<file path="src/rtl/spi_pkg.sv">
// Shared definitions for the SPI receive/transmit path.
//
// Contents:
//   SPI_WORD_W          width of one SPI word
//   SPI_FIFO_DEPTH_DEF  default word FIFO depth
//   SPI_CS_IDLE         idle (deasserted) level of chip select
//   spi_word_t          one SPI word
package spi_pkg;

    localparam int       SPI_WORD_W         = 16;
    localparam int       SPI_FIFO_DEPTH_DEF = 4;
    localparam logic     SPI_CS_IDLE        = 1'b1;

    typedef logic [SPI_WORD_W-1:0] spi_word_t;

endpackage : spi_pkg

</file>
<file path="src/rtl/spi_word_fifo.sv">
// Synchronous word FIFO. Shared by the SPI RX and TX paths.
//
// Parameters:
//   DEPTH  number of entries (power of two, >= 2)
//   WIDTH  word width
// Ports:
//   clk    system clock, all flops on posedge
//   reset  synchronous active-high reset; empties the FIFO
//   push   write din (ignored when full unless pop in the same cycle)
//   pop    advance the read pointer (ignored when empty)
//   din    write data
//   dout   head entry, combinational from the read pointer
//   full   all DEPTH entries occupied
//   empty  no entries occupied
module spi_word_fifo #(
    parameter int DEPTH = 4,
    parameter int WIDTH = 16
) (
    input  logic             clk,
    input  logic             reset,
    input  logic             push,
    input  logic             pop,
    input  logic [WIDTH-1:0] din,
    output logic [WIDTH-1:0] dout,
    output logic             full,
    output logic             empty
);

    localparam int AW = $clog2(DEPTH);

    // Extra MSB on each pointer tells a full FIFO from an empty one when
    // the index bits match; pointers wrap modulo 2*DEPTH.
    logic [AW:0]      wr_ptr;
    logic [AW:0]      rd_ptr;
    logic [WIDTH-1:0] mem [DEPTH];
    logic             do_push;
    logic             do_pop;

    assign empty   = (wr_ptr == rd_ptr);
    assign full    = (wr_ptr[AW] != rd_ptr[AW]) && (wr_ptr[AW-1:0] == rd_ptr[AW-1:0]);
    // A push into a full FIFO is legal when a pop frees the head slot in the
    // same cycle; the head is read before the write lands.
    assign do_push = push & (~full | pop);
    assign do_pop  = pop & ~empty;
    assign dout    = mem[rd_ptr[AW-1:0]];

    // NOTE: non-blocking assignments in clocked blocks, so every flop samples
    // the values present before the edge regardless of statement order.
    always_ff @(posedge clk) begin
        if (reset) begin
            wr_ptr <= '0;
            rd_ptr <= '0;
        end else begin
            if (do_push) wr_ptr <= wr_ptr + 1'b1;
            if (do_pop)  rd_ptr <= rd_ptr + 1'b1;
        end
    end

    // NOTE: storage has no reset; the pointers alone define which entries are
    // valid, so clearing the array would only add reset fan-out.
    always_ff @(posedge clk) begin
        if (do_push) mem[wr_ptr[AW-1:0]] <= din;
    end

endmodule : spi_word_fifo

</file>
<file path="src/rtl/spi_frame_sync.sv">
// Moves each 16-bit word received by spi_rx16 into the system clock domain.
// Chip select is double-flop synchronised; the end of a frame (CS rising) is
// detected only after a matching falling edge, the parallel word is captured
// on that edge and queued, and the core drains the queue via valid/ready.
//
// Parameters:
//   DEPTH      FIFO entries (power of two, >= 2)
//   CNT_W      frame counter width (only with SPI_FRAME_CNT_EN)
// Ports:
//   clk        system clock, all flops on posedge
//   reset      synchronous active-high reset
//   spi_cs     raw asynchronous chip select
//   spi_data   spi_rx16 parallel word, stable while spi_cs is high
//   out_data   head-of-FIFO word; holds last value while out_valid is low
//   out_valid  FIFO not empty
//   out_ready  consumer accepts out_data when out_valid & out_ready
//   busy       synchronised CS is low (frame in progress)
//   overflow   sticky: a frame was dropped because the FIFO was full
//   ovf_clr    single-cycle pulse clearing overflow (a same-cycle drop wins)
//   frame_cnt  count of detected frames, wraps (only with SPI_FRAME_CNT_EN)
//
// Build option: define SPI_FRAME_CNT_EN to add the CNT_W parameter, the
// frame_cnt port and its counter.
module spi_frame_sync
    import spi_pkg::*;
#(
    parameter int DEPTH = SPI_FIFO_DEPTH_DEF
`ifdef SPI_FRAME_CNT_EN
    ,
    parameter int CNT_W = 8
`endif
) (
    input  logic                  clk,
    input  logic                  reset,
    input  logic                  spi_cs,
    input  logic [SPI_WORD_W-1:0] spi_data,
    output logic [SPI_WORD_W-1:0] out_data,
    output logic                  out_valid,
    input  logic                  out_ready,
    output logic                  busy,
    output logic                  overflow,
    input  logic                  ovf_clr
`ifdef SPI_FRAME_CNT_EN
    ,
    output logic [CNT_W-1:0]      frame_cnt
`endif
);

    logic      cs_s1;
    logic      cs_s2;
    logic      cs_d;
    // Marks which CS pipeline stages hold real samples since reset. The
    // synchroniser resets to idle, so a CS already low at reset release
    // would otherwise look like a fresh falling edge.
    logic [2:0] cs_live;
    logic      fall;
    logic      rise;
    logic      armed;

    logic      rise_q;
    spi_word_t word_q;
    spi_word_t hold_q;
    spi_word_t fifo_dout;
    logic      fifo_full;
    logic      fifo_empty;
    logic      pop;
    logic      push;
    logic      drop;

    // ---------------------------------------------------------------- CS sync
    always_ff @(posedge clk) begin
        if (reset) begin
            cs_s1   <= SPI_CS_IDLE;
            cs_s2   <= SPI_CS_IDLE;
            cs_d    <= SPI_CS_IDLE;
            cs_live <= '0;
        end else begin
            cs_s1   <= spi_cs;
            cs_s2   <= cs_s1;
            cs_d    <= cs_s2;
            cs_live <= {cs_live[1:0], 1'b1};
        end
    end

    assign fall = ~cs_s2 & cs_d & cs_live[2];
    assign rise = cs_s2 & ~cs_d & armed;
    assign busy = ~cs_s2;

    always_ff @(posedge clk) begin
        if (reset) begin
            armed <= 1'b0;
        end else if (fall) begin
            armed <= 1'b1;
        end else if (rise) begin
            armed <= 1'b0;
        end
    end

    // ---------------------------------------------------------------- capture
    // spi_data is quiescent while CS is high, so it is registered directly on
    // the detected rise; the push then happens on the following cycle.
    always_ff @(posedge clk) begin
        if (reset) begin
            rise_q <= 1'b0;
            word_q <= '0;
        end else begin
            rise_q <= rise;
            if (rise) word_q <= spi_data;
        end
    end

    // ------------------------------------------------------------ push / drop
    assign pop = out_valid & out_ready;

    // NOTE: every signal driven from always_comb gets a default first, so no
    // path leaves it unassigned and no latch is inferred.
    always_comb begin
        push = 1'b0;
        drop = 1'b0;
        if (rise_q) begin
            if (~fifo_full | pop) push = 1'b1;
            else                  drop = 1'b1;
        end
    end

    always_ff @(posedge clk) begin
        if (reset) begin
            overflow <= 1'b0;
        end else if (drop) begin
            overflow <= 1'b1;
        end else if (ovf_clr) begin
            overflow <= 1'b0;
        end
    end

    spi_word_fifo #(
        .DEPTH (DEPTH),
        .WIDTH (SPI_WORD_W)
    ) u_fifo (
        .clk   (clk),
        .reset (reset),
        .push  (push),
        .pop   (pop),
        .din   (word_q),
        .dout  (fifo_dout),
        .full  (fifo_full),
        .empty (fifo_empty)
    );

    // ------------------------------------------------------------ output side
    // Remember the last word handed over so out_data stays put (and reads 0
    // after reset) while the FIFO is empty.
    always_ff @(posedge clk) begin
        if (reset) begin
            hold_q <= '0;
        end else if (pop) begin
            hold_q <= fifo_dout;
        end
    end

    assign out_valid = ~fifo_empty;
    assign out_data  = fifo_empty ? hold_q : fifo_dout;

`ifdef SPI_FRAME_CNT_EN
    // Counts every detected frame end, whether its word was kept or dropped.
    always_ff @(posedge clk) begin
        if (reset) begin
            frame_cnt <= '0;
        end else if (rise) begin
            frame_cnt <= frame_cnt + 1'b1;
        end
    end
`endif

endmodule : spi_frame_sync

</file>
<file path="config.mk">
export PLATFORM = sky130hd
export DESIGN_NAME = spi_frame_sync
export DESIGN_NICKNAME = d
export VERILOG_FILES = /design/src/rtl/spi_pkg.sv /design/src/rtl/spi_word_fifo.sv /design/src/rtl/spi_frame_sync.sv
export SDC_FILE = /design/constraint.sdc
export NUM_CORES = 1
export LEC_CHECK = 0
export ABC_AREA = 1
export CAP_MARGIN = 30
export CELL_PAD_IN_SITES_DETAIL_PLACEMENT = 2
export CELL_PAD_IN_SITES_GLOBAL_PLACEMENT = 2
export CORE_MARGIN = 5
export CORE_UTILIZATION = 34
export CTS_BUF_LIST = sky130_fd_sc_hd__clkbuf_8
export CTS_CLUSTER_DIAMETER = 30
export DETAILED_ROUTE_END_ITERATION = 8
export PLACE_DENSITY = 0.84
export SLEW_MARGIN = 0
export SYNTH_ARGS = -nofsm -noshare
export SYNTH_HDL_FRONTEND = slang
export SYNTH_SLANG_ARGS = --single-unit
</file>
<file path="constraint.sdc">
create_clock -name clk -period 1.8 [get_ports clk]
set_input_delay 0.36 -clock clk [delete_from_list [all_inputs] [get_ports clk]]
set_output_delay 0.36 -clock clk [all_outputs]
set_load 0.02 [all_outputs]
</file>
==> impl_results.md <==
* Status: finished, violations left
* Failing checks: negative setup slack
* Family with the most delay on the worst path: simple AND/OR/NAND/NOR gates
* Total number of vias at ~3.7k
* Period minus WS final at between 2 and 2.5 ns
* Hpwl dp at 10100 um
* DR DRC count at 0
* Core Util, Final at 46.3%
* R2r startpoint: u_fifo.rd_ptr[0]$_SDFFE_PP0P_
* CTS Hold Bufs at 0
* Vias in the first global route at 4309
* Clk sinks at between 100 and 150
* Setup TNS at -5.02 ns
* Worst path max stage delay at roughly 0.36 ns
* Clock Path Buffers at 2
* Die Span X at roughly 130 um
* IO Port Bufs at 39
* Slew margin rel. at ~69%
* Core Area at around 0.013 sq mm
* Crit path cell chain: inv_2 -> nand2_2 -> nand2_2 -> nor2_4 -> nand2_4 -> buf_12 -> nor2_1 -> a21oi_2 -> buf_4
* Final ANT Viol Nets at 0
* Max Fclk at approximately 0.47 GHz
* Syn Std Cell Area at 0.00455 sq mm
* Worst-path clk slew at 0.07 ns
* Fill cells at 1378
* Critical path's slowest cell: dfxtp_2
* Unrepaired setup endpoints after global routing: true
* CP Launch Type: register
* Final hold violation count at 0
* Diodes inserted at 0
* CP Max Fanout at 9
* CP Depth at 9
* Via density per instance at approximately 4.9
* Commonest non-fill, non-tap cells in the layout: nand2_1 (135), edfxtp_1 (64), nand3_1 (55)
* Synth Instances at between 400 and 500
* Largest net degree at the start of global routing at 28
* Leading cell type in the layout, fill and taps excluded: nand2_1
* Worst-skew pair later-pin latency at between 0.4 and 0.5 ns
* RePlAce Congestion at around 0.74
* Syn Nets at 500
* First-pass GRT wire length at between 20000 and 25000 um
* Worst R2R Path Depth at 12
* Number of iterations in the first detailed-routing pass at 5
* Yosys reg bits at roughly 110
* Leakage power at between 2 and 2.5 nW
* CP startpoint: u_fifo.rd_ptr[0]$_SDFFE_PP0P_
* Fin. max-slew vios at 0
* Worst Tran Pin Value at approximately 0.46 ns
* Grt total ovfl at 0
* Die Area at between 0.015 and 0.02 sq mm
* Worst clock skew at approximately 0.015 ns
* Final period utilization at 119%
* Initial drt markers at 236
* R2r endpoint: hold_q[2]$_SDFFE_PP0P_
* Top cell by count, worst path: nand2_2
* NumNets Final at approximately 580
* Number of distinct library cells after synthesis at 23
* Total routed wirelength at about 16000 um
* Layout cells sized above 1 at between 20% and 30%
* Top-Level Pins at 40
* Cts bufs inserted at 17
* WP buf/inv at 3
* Max VDD drop at ~0.46 mV
* Final Setup Violations at 17
* Worst Path Required at 1.44 ns
* Worst setup margin at -0.341 ns
* Tightest Hold Check Type: register to register
* Chip Height at roughly 130 um
* Initial antenna violation count at 0
* Root Buffer: clkbuf_8
* Synth warnings at 0
* Crit path capture type: primary output
* Critical Path AT at 1.78 ns
* Reg2reg setup slack at roughly 0.1 ns
* Drt wl/cell at approximately 21 um
* GRT Util Overall at 19.7%
* Worst setup endpoint: out_data[6]
* H-tree levels at 4
* Sequential share of the synthesized area at approximately 64%
* Initial Utilization at between 30% and 40%
* PD cells at between 1000 and 1500 mW/mm^2
* Max-cap violations at 0
* Syn avg cell area at between 9 and 10 sq um
* TritonCTS clock tree: yes
* Site Rows at 42
* Area Overhead vs Synth at 34.2%
* Crit path kind: register to primary output
==> power by group <==
group	internal (mW)	switching [mW]
clock	1.17	1.01
sequential	2.75	0.0512
combinational	0.562	0.728
total	4.48	1.79
==> worst min-delay path by stage <==
stage	cells after the start	startpoint	endpoint
after floorplan	2	cs_live[0]$_DFF_P_	cs_live[1]$_SDFF_PP0_
after global placement	2	cs_live[0]$_DFF_P_	cs_live[1]$_SDFF_PP0_
after detailed placement	1	cs_s1$_SDFF_PP1_	cs_s2$_SDFF_PP1_
after CTS	2	cs_live[0]$_DFF_P_	cs_live[1]$_SDFF_PP0_
after global routing	1	cs_s1$_SDFF_PP1_	cs_s2$_SDFF_PP1_
final	2	cs_live[0]$_DFF_P_	cs_live[1]$_SDFF_PP0_
==> stage by stage <==
step                      area (sq um)  setup slack (ns)  hold WS (ns)  instances  power [mW]
after CTS                         5890            -0.349         0.415        743        6.11
after floorplan                   4550            -0.104         0.388        474        3.37
after global placement            5410            -0.285         0.394        705        3.80
final                             6110            -0.341         0.411        747        6.27
after detailed placement          5410            -0.405         0.402        705        3.87
after global routing              6110            -0.438         0.436        747        6.54
==> what timing repair did <==
item | 4_1_cts | 5_1_grt
pin swaps | 3 | 2
setup buffers | 5 | 3
resized for setup | 117 | 50
gates cloned | 1 | 1
endpoints found under the setup margin | 28 | 40
==> registers in the layout, summed over array words and instances, names as in the netlist, named ones only <==
register,count
cs_live,3
overflow,1
armed,1
cs_s2,1
hold_q,16
word_q,16
u_fifo.rd_ptr,3
cs_s1,1
rise_q,1
cs_d,1
u_fifo.wr_ptr,3
u_fifo.mem,64
==> Yosys cell counts <==
| cell | n | area, sq um |
|---|---|---|
| inv_2 | 2 | 7.51 |
| a21oi_1 | 38 | 190 |
| dfxtp_1 | 49 | 981 |
| buf_6 | 3 | 33.8 |
| ha_1 | 5 | 62.6 |
| nand3b_1 | 1 | 7.51 |
| buf_4 | 3 | 22.5 |
| nor2_1 | 51 | 191 |
| nand2_1 | 144 | 541 |
| or2_2 | 2 | 12.5 |
| xor2_1 | 2 | 17.5 |
| buf_2 | 12 | 60.1 |
| edfxtp_1 | 64 | 1920 |
| nand2_4 | 2 | 22.5 |
| inv_1 | 17 | 63.8 |
| nand3_2 | 1 | 10.0 |
| nand3_1 | 55 | 275 |
| nor2_2 | 10 | 62.6 |
| clkbuf_1 | 7 | 26.3 |
| nand2_2 | 3 | 18.8 |
| nor2_4 | 1 | 11.3 |
| inv_4 | 1 | 6.26 |
| o21ai_0 | 1 | 5.00 |
==> per-layer routing <==
metal / up-vias / wire (um) / share of wire (%) / global-route usage [%]
li1: 1730 / - / - / -
met1: 1859 / 6350 / 40 / 21.5
met2: 83 / 8640 / 55 / 37.1
met3: 20 / 551 / 3.5 / 5.12
met4: 0 / 231 / 1.5 / 5.99
met5: - / 0 / 0 / 0
==> cells by family after synthesis <==
| family | share of synthesized area [%] |
|---|---|
| AO/OA/AOI/OAI | 4.29 |
| XOR/XNOR | 0.385 |
| adder cells (fa/ha/maj) | 1.37 |
| buffers and inverters | 4.84 |
| flip-flops | 63.8 |
| AND/OR/NAND/NOR | 25.3 |
==> layout make-up <==
type	count	area [sq um]	share of cell area [%]
tap	176	220	3.61
inverter	20	77.6	1.27
clock buffer	17	234	3.83
timing repair buffer	90	920	15.1
sequential	113	2920	47.8
clock inverter	15	115	1.88
multi-input combinational	316	1620	26.6
==> worst min-delay path: cells and delay by family (launching register included) <==
family	cells	cell delay, ns
buf+inv	1	0.04
flops	1	0.29
simple gates	1	0.03
Power figures use the tool's default switching activity.
